[src/rtl/prog_loader.sv]
// prog_loader: streams a length-prefixed program image into instruction memory.
// A 16-bit big-endian word count header is followed by word_count*4 bytes,
// each written to consecutive byte addresses starting at 0. The CPU is held in
// reset until the image is complete.
//
// Ports:
//   clk, reset            clock, synchronous active-high reset
//   start                 load request (honoured in IDLE, DONE, ERR)
//   byte_valid/byte_data  upstream byte stream
//   byte_ready            loader accepts a byte this cycle
//   imem_we/addr/wdata    single-cycle byte write to instruction memory
//   cpu_reset             high except when a load has completed
//   busy/done/error       status flags
module prog_loader #(
    parameter int unsigned IMEM_BYTES = 320
) (
    input  logic        clk,
    input  logic        reset,
    input  logic        start,
    input  logic        byte_valid,
    input  logic [7:0]  byte_data,
    output logic        byte_ready,
    output logic        imem_we,
    output logic [31:0] imem_addr,
    output logic [7:0]  imem_wdata,
    output logic        cpu_reset,
    output logic        busy,
    output logic        done,
    output logic        error
);

    // 16-bit word count times 4 needs 18 bits.
    localparam int unsigned AW = 18;

    typedef enum logic [2:0] {
        S_IDLE,
        S_HDR_HI,
        S_HDR_LO,
        S_DATA,
        S_DONE,
        S_ERR
    } state_t;

    state_t          state_q, state_d;
    logic [15:0]     wc_q, wc_d;
    logic [AW-1:0]   addr_q, addr_d;
    logic            wr_d;
    logic            xfer;
    logic [15:0]     hdr_wc;
    logic [AW-1:0]   hdr_bytes;
    logic [AW-1:0]   last_addr;

    // byte_ready is registered and only high in accepting states.
    assign xfer      = byte_valid & byte_ready;
    assign hdr_wc    = {wc_q[15:8], byte_data};
    assign hdr_bytes = {hdr_wc, 2'b00};
    assign last_addr = {wc_q, 2'b00} - AW'(1);

    // Next-state and datapath update.
    always_comb begin
        state_d = state_q;
        wc_d    = wc_q;
        addr_d  = addr_q;
        wr_d    = 1'b0;
        case (state_q)
            S_IDLE, S_DONE, S_ERR: begin
                if (start) state_d = S_HDR_HI;
            end
            S_HDR_HI: begin
                if (xfer) begin
                    wc_d    = {byte_data, wc_q[7:0]};
                    state_d = S_HDR_LO;
                end
            end
            S_HDR_LO: begin
                if (xfer) begin
                    wc_d = hdr_wc;
                    if ((hdr_wc == 16'd0) || (32'(hdr_bytes) > 32'(IMEM_BYTES))) begin
                        state_d = S_ERR;
                    end else begin
                        state_d = S_DATA;
                        addr_d  = '0;
                    end
                end
            end
            S_DATA: begin
                if (xfer) begin
                    wr_d   = 1'b1;
                    addr_d = addr_q + AW'(1);
                    if (addr_q == last_addr) state_d = S_DONE;
                end
            end
            default: state_d = S_IDLE;
        endcase
    end

    // State and registered outputs; status reflects the state being entered.
    always_ff @(posedge clk) begin
        if (reset) begin
            state_q    <= S_IDLE;
            wc_q       <= '0;
            addr_q     <= '0;
            byte_ready <= 1'b0;
            imem_we    <= 1'b0;
            imem_addr  <= '0;
            imem_wdata <= '0;
            cpu_reset  <= 1'b1;
            busy       <= 1'b0;
            done       <= 1'b0;
            error      <= 1'b0;
        end else begin
            state_q    <= state_d;
            wc_q       <= wc_d;
            addr_q     <= addr_d;
            imem_we    <= wr_d;
            if (wr_d) begin
                imem_addr  <= 32'(addr_q);
                imem_wdata <= byte_data;
            end
            byte_ready <= (state_d == S_HDR_HI) || (state_d == S_HDR_LO) || (state_d == S_DATA);
            busy       <= (state_d == S_HDR_HI) || (state_d == S_HDR_LO) || (state_d == S_DATA);
            done       <= (state_d == S_DONE);
            error      <= (state_d == S_ERR);
            cpu_reset  <= (state_d != S_DONE);
        end
    end

endmodule
[config.mk]
export PLATFORM = sky130hd
export DESIGN_NAME = prog_loader
export DESIGN_NICKNAME = d
export VERILOG_FILES = /design/src/rtl/prog_loader.sv
export SDC_FILE = /design/constraint.sdc
export NUM_CORES = 1
export LEC_CHECK = 0
export BUFFER_PORTS_ARGS = -buffer_cell sky130_fd_sc_hd__buf_2
export CAP_MARGIN = 20
export CORE_MARGIN = 1.5
export CORE_UTILIZATION = 25
export CTS_CLUSTER_DIAMETER = 120
export CTS_CLUSTER_SIZE = 8
export DETAILED_ROUTE_END_ITERATION = 8
export PLACE_DENSITY = 0.5
export REMOVE_ABC_BUFFERS = 1
export SLEW_MARGIN = 20
export SYNTH_ARGS = -nofsm -noshare
export SYNTH_HDL_FRONTEND = slang
export SYNTH_SLANG_ARGS = --single-unit
[constraint.sdc]
create_clock -name clk -period 5.15 [get_ports clk]
set_input_delay 0.2575 -clock clk [delete_from_list [all_inputs] [get_ports clk]]
set_output_delay 0.2575 -clock clk [all_outputs]
set_load 0.01 [all_outputs]
==> reports/qor.txt <==
Syn Std Cell Area: 3310 µm²
Fin. Hold Viols: 0
Yosys warning total: 0
Crit share post-route: 64.6%
CTS Hold Bufs: 0
Min-Delay Path Class: input port to flip-flop
Flop pwr share: 46.1%
Vias: 2,927
Clk buf depth: 2
Cells after Synth: 419
Final Non-Filler Cells: 627
Total GRT Usage: 12.8%
Final RePlAce weighted congestion: 0.772
Residual DRC count: 0
Status: completed
Final WL: 8490 µm
TritonCTS buffer count: 9
Worst hold margin: 0.215 ns
Fraction of layout cells with a size suffix above 1: 14.3%
Nets: 464
Asr flop ratio synth: 0%
Setup repair bufs after CTS: 0
Power Density: 302 nW/µm²
Switching share of power: 23.3%
Area of the multi-input gates: 1760 µm²
Power share of the combinational group: 6.6%
Initial Utilization: 25.9%
CORE AREA: 12,800 µm²
Initial DRC Count: 113
Pleak: 1.42 nW
Post-synth EDFFs: 0
Post-CTS sizing: 0
Req. time, crit path: 5.37 ns
Skew final: 0.00286 ns
CTS tree: done
Yosys cell types: 52
Final TNS setup: 0 ns
Worst-path fanout max: 6
Number of global-route vias before repair: 2,802
Final setup violation count: 0
Worst Tran Pin Value: 0.820 ns
Via/cell ratio: 4.67
Primary FF master, synth: dfxtp_1
Wire length per cell: 13.5 µm
Hpwl dp: 6060 µm
Die H: 118 µm
Clock transition at the registers of the reported paths: 0.05 ns
Max Cap Viol: 0
Die area: 13,900 µm²
WS Path Type: flip-flop to flip-flop
Final Critical Period: 3.33 ns
Cell Rows: 41
Max-slew headroom: 45.1%
Antenna Cells: 0
Largest net degree at the start of global routing: 53
# fillers: 1,413
Switching power: 0.272 mW
Clk Latency, worst-skew pair: 0.33 ns
Die Wd: 118 µm
PortBufs: 43
Fin area: 3870 µm²
H-Tree Depth: 3
Mapped Avg Cell Area: 7.89 µm²
Detailed Routing Iterations Pass 1: 4
Total grt overflow: 0
Final Max Tran Viols: 0
WP data arrival: 3.54 ns
Setup crit end kind: flip-flop
Worst vdd ir: 0.000169 V
Yosys reg bits: 68
Area Growth Syn to Fin: 17.1%
Dpl cells: 611
First-pass GRT wire length: 14,200 µm
Initial antenna violation count: 0
Highest achievable clock rate: 300 MHz
CP Launch Type: flip-flop
Clk pwr share: 47.3%
Internal power: 0.897 mW
Root Driver: clkbuf_16
Reg area: 1360 µm²
RSZ-0062 raised after global routing: false
IO Pins: 58
Sink count of the clock tree: 68
Antenna Nets Post-Route: 0
Seq/Total Area, Yosys: 41.2%
Area after DPL: 3610 µm²
[final cells by class]
| type | count | area share [%] |
|---|---|---|
| clock buffers | 14 | 6.56 |
| clock inverters | 2 | 0.259 |
| inverters | 7 | 0.679 |
| multi-input cells | 317 | 45.4 |
| flip-flops and latches | 68 | 35.2 |
| well taps | 172 | 5.56 |
| repair buffers | 47 | 6.33 |
[sequential cells by signal, indices dropped and copies added, names as in the netlist]
register and count:
addr_q 18, busy 1, cpu_reset 1, done 1, error 1, imem_addr 18
imem_wdata 8, imem_we 1, state_q 3, wc_q 16
[cells by family (layout without fill, tap and decap cells)]
family	after synthesis	after routing	share of synthesized area, %
AOI/OAI and AO/OA	88	88	16.0
xor gates and xnor gates	33	33	8.74
other	1	14	0.113
DFF	68	68	41.2
buffers and inverters	47	70	7.11
adders and majority gates	2	2	0.757
and+or+nand+nor	180	180	26.1
[Yosys cell counts (all sizes together) (3+ instances only)]
cell / number / area share, %
nand2: 79 / 9.0
dfxtp: 68 / 41
a21oi: 51 / 7.7
nor2: 26 / 3.0
clkbuf: 23 / 2.6
xnor2: 23 / 6.1
nand3: 18 / 2.7
buf: 17 / 3.7
o21ai: 17 / 2.6
or3: 12 / 2.3
xor2: 10 / 2.6
nor3: 9 / 1.4
inv: 7 / 0.79
nand4: 7 / 1.3
nor4: 7 / 1.3
or4: 4 / 1.1
and3: 3 / 0.57
[routing by layer]
metal	vias to the layer above	track usage [%]	share of wire (%)
met5	-	0	0
met4	0	5.03	1.6
met3	13	3.73	4.3
met2	76	19.8	44
met1	1349	16.9	50
li1	1489	-	-
[layout by cell type (no fill, tap or decap), drive strengths merged, types with 2 or more instances in the layout]
cell,synthesis,routed
a21oi,51,51
a31oi,2,2
and3,3,3
buf,17,47
clkbuf,23,14
clkinv,0,2
conb,1,14
dfxtp,68,68
ha,2,2
inv,7,7
nand2,79,79
nand2b,2,2
nand3,18,18
nand4,7,7
nor2,26,26
nor2b,2,2
nor3,9,9
nor4,7,7
nor4b,2,2
o211ai,2,2
o21ai,17,17
o311ai,2,2
or2,2,2
or3,12,12
or4,4,4
xnor2,23,23
xor2,10,10
[path summary, 6_finish.rpt]
check                           cells past startpoint                         end                       start  slack (ns)
worst max-delay path                                9            error$_SDFF_PP0_        wc_q[0]$_SDFFE_PP0P_        1.82
worst min-delay path                                3        wc_q[2]$_SDFFE_PP0P_                byte_data[2]        0.21
worst max register to register                      9            error$_SDFF_PP0_        wc_q[0]$_SDFFE_PP0P_        1.82
worst min register to register                      2  imem_addr[11]$_SDFFE_PP0P_  imem_addr[11]$_SDFFE_PP0P_        0.45
[power groups by stage]
stage | clock [mW] | sequential, mW | combinational [mW]
floorplan | 0 | 0.549 | 0.0464
global placement | 0 | 0.550 | 0.0765
detailed placement | 0 | 0.550 | 0.0768
CTS | 0.571 | 0.539 | 0.0770
global route | 0.592 | 0.540 | 0.0841
finish | 0.553 | 0.539 | 0.0766
[worst max-delay path, stage by stage, from the launching register on]
cell      delay [ns]
dfxtp_1         0.34
inv_1           0.07
ha_1            0.26
or4b_1          0.51
or3_1           0.33
o31a_1          0.27
or4_1           0.46
nor3_1          0.28
a32o_1          0.32
nor4bb_1        0.36
[through the flow]
step	util, %	total power, mW	worst slack, ns
after floorplan	-	0.596	2.23
after global placement	28.2	0.626	2.01
after detailed placement	28.2	0.627	1.86
after CTS	30.3	1.19	1.81
after global routing	30.3	1.22	1.66
final	30.3	1.17	1.82
Note: power is estimated with default switching activity, not from simulation.
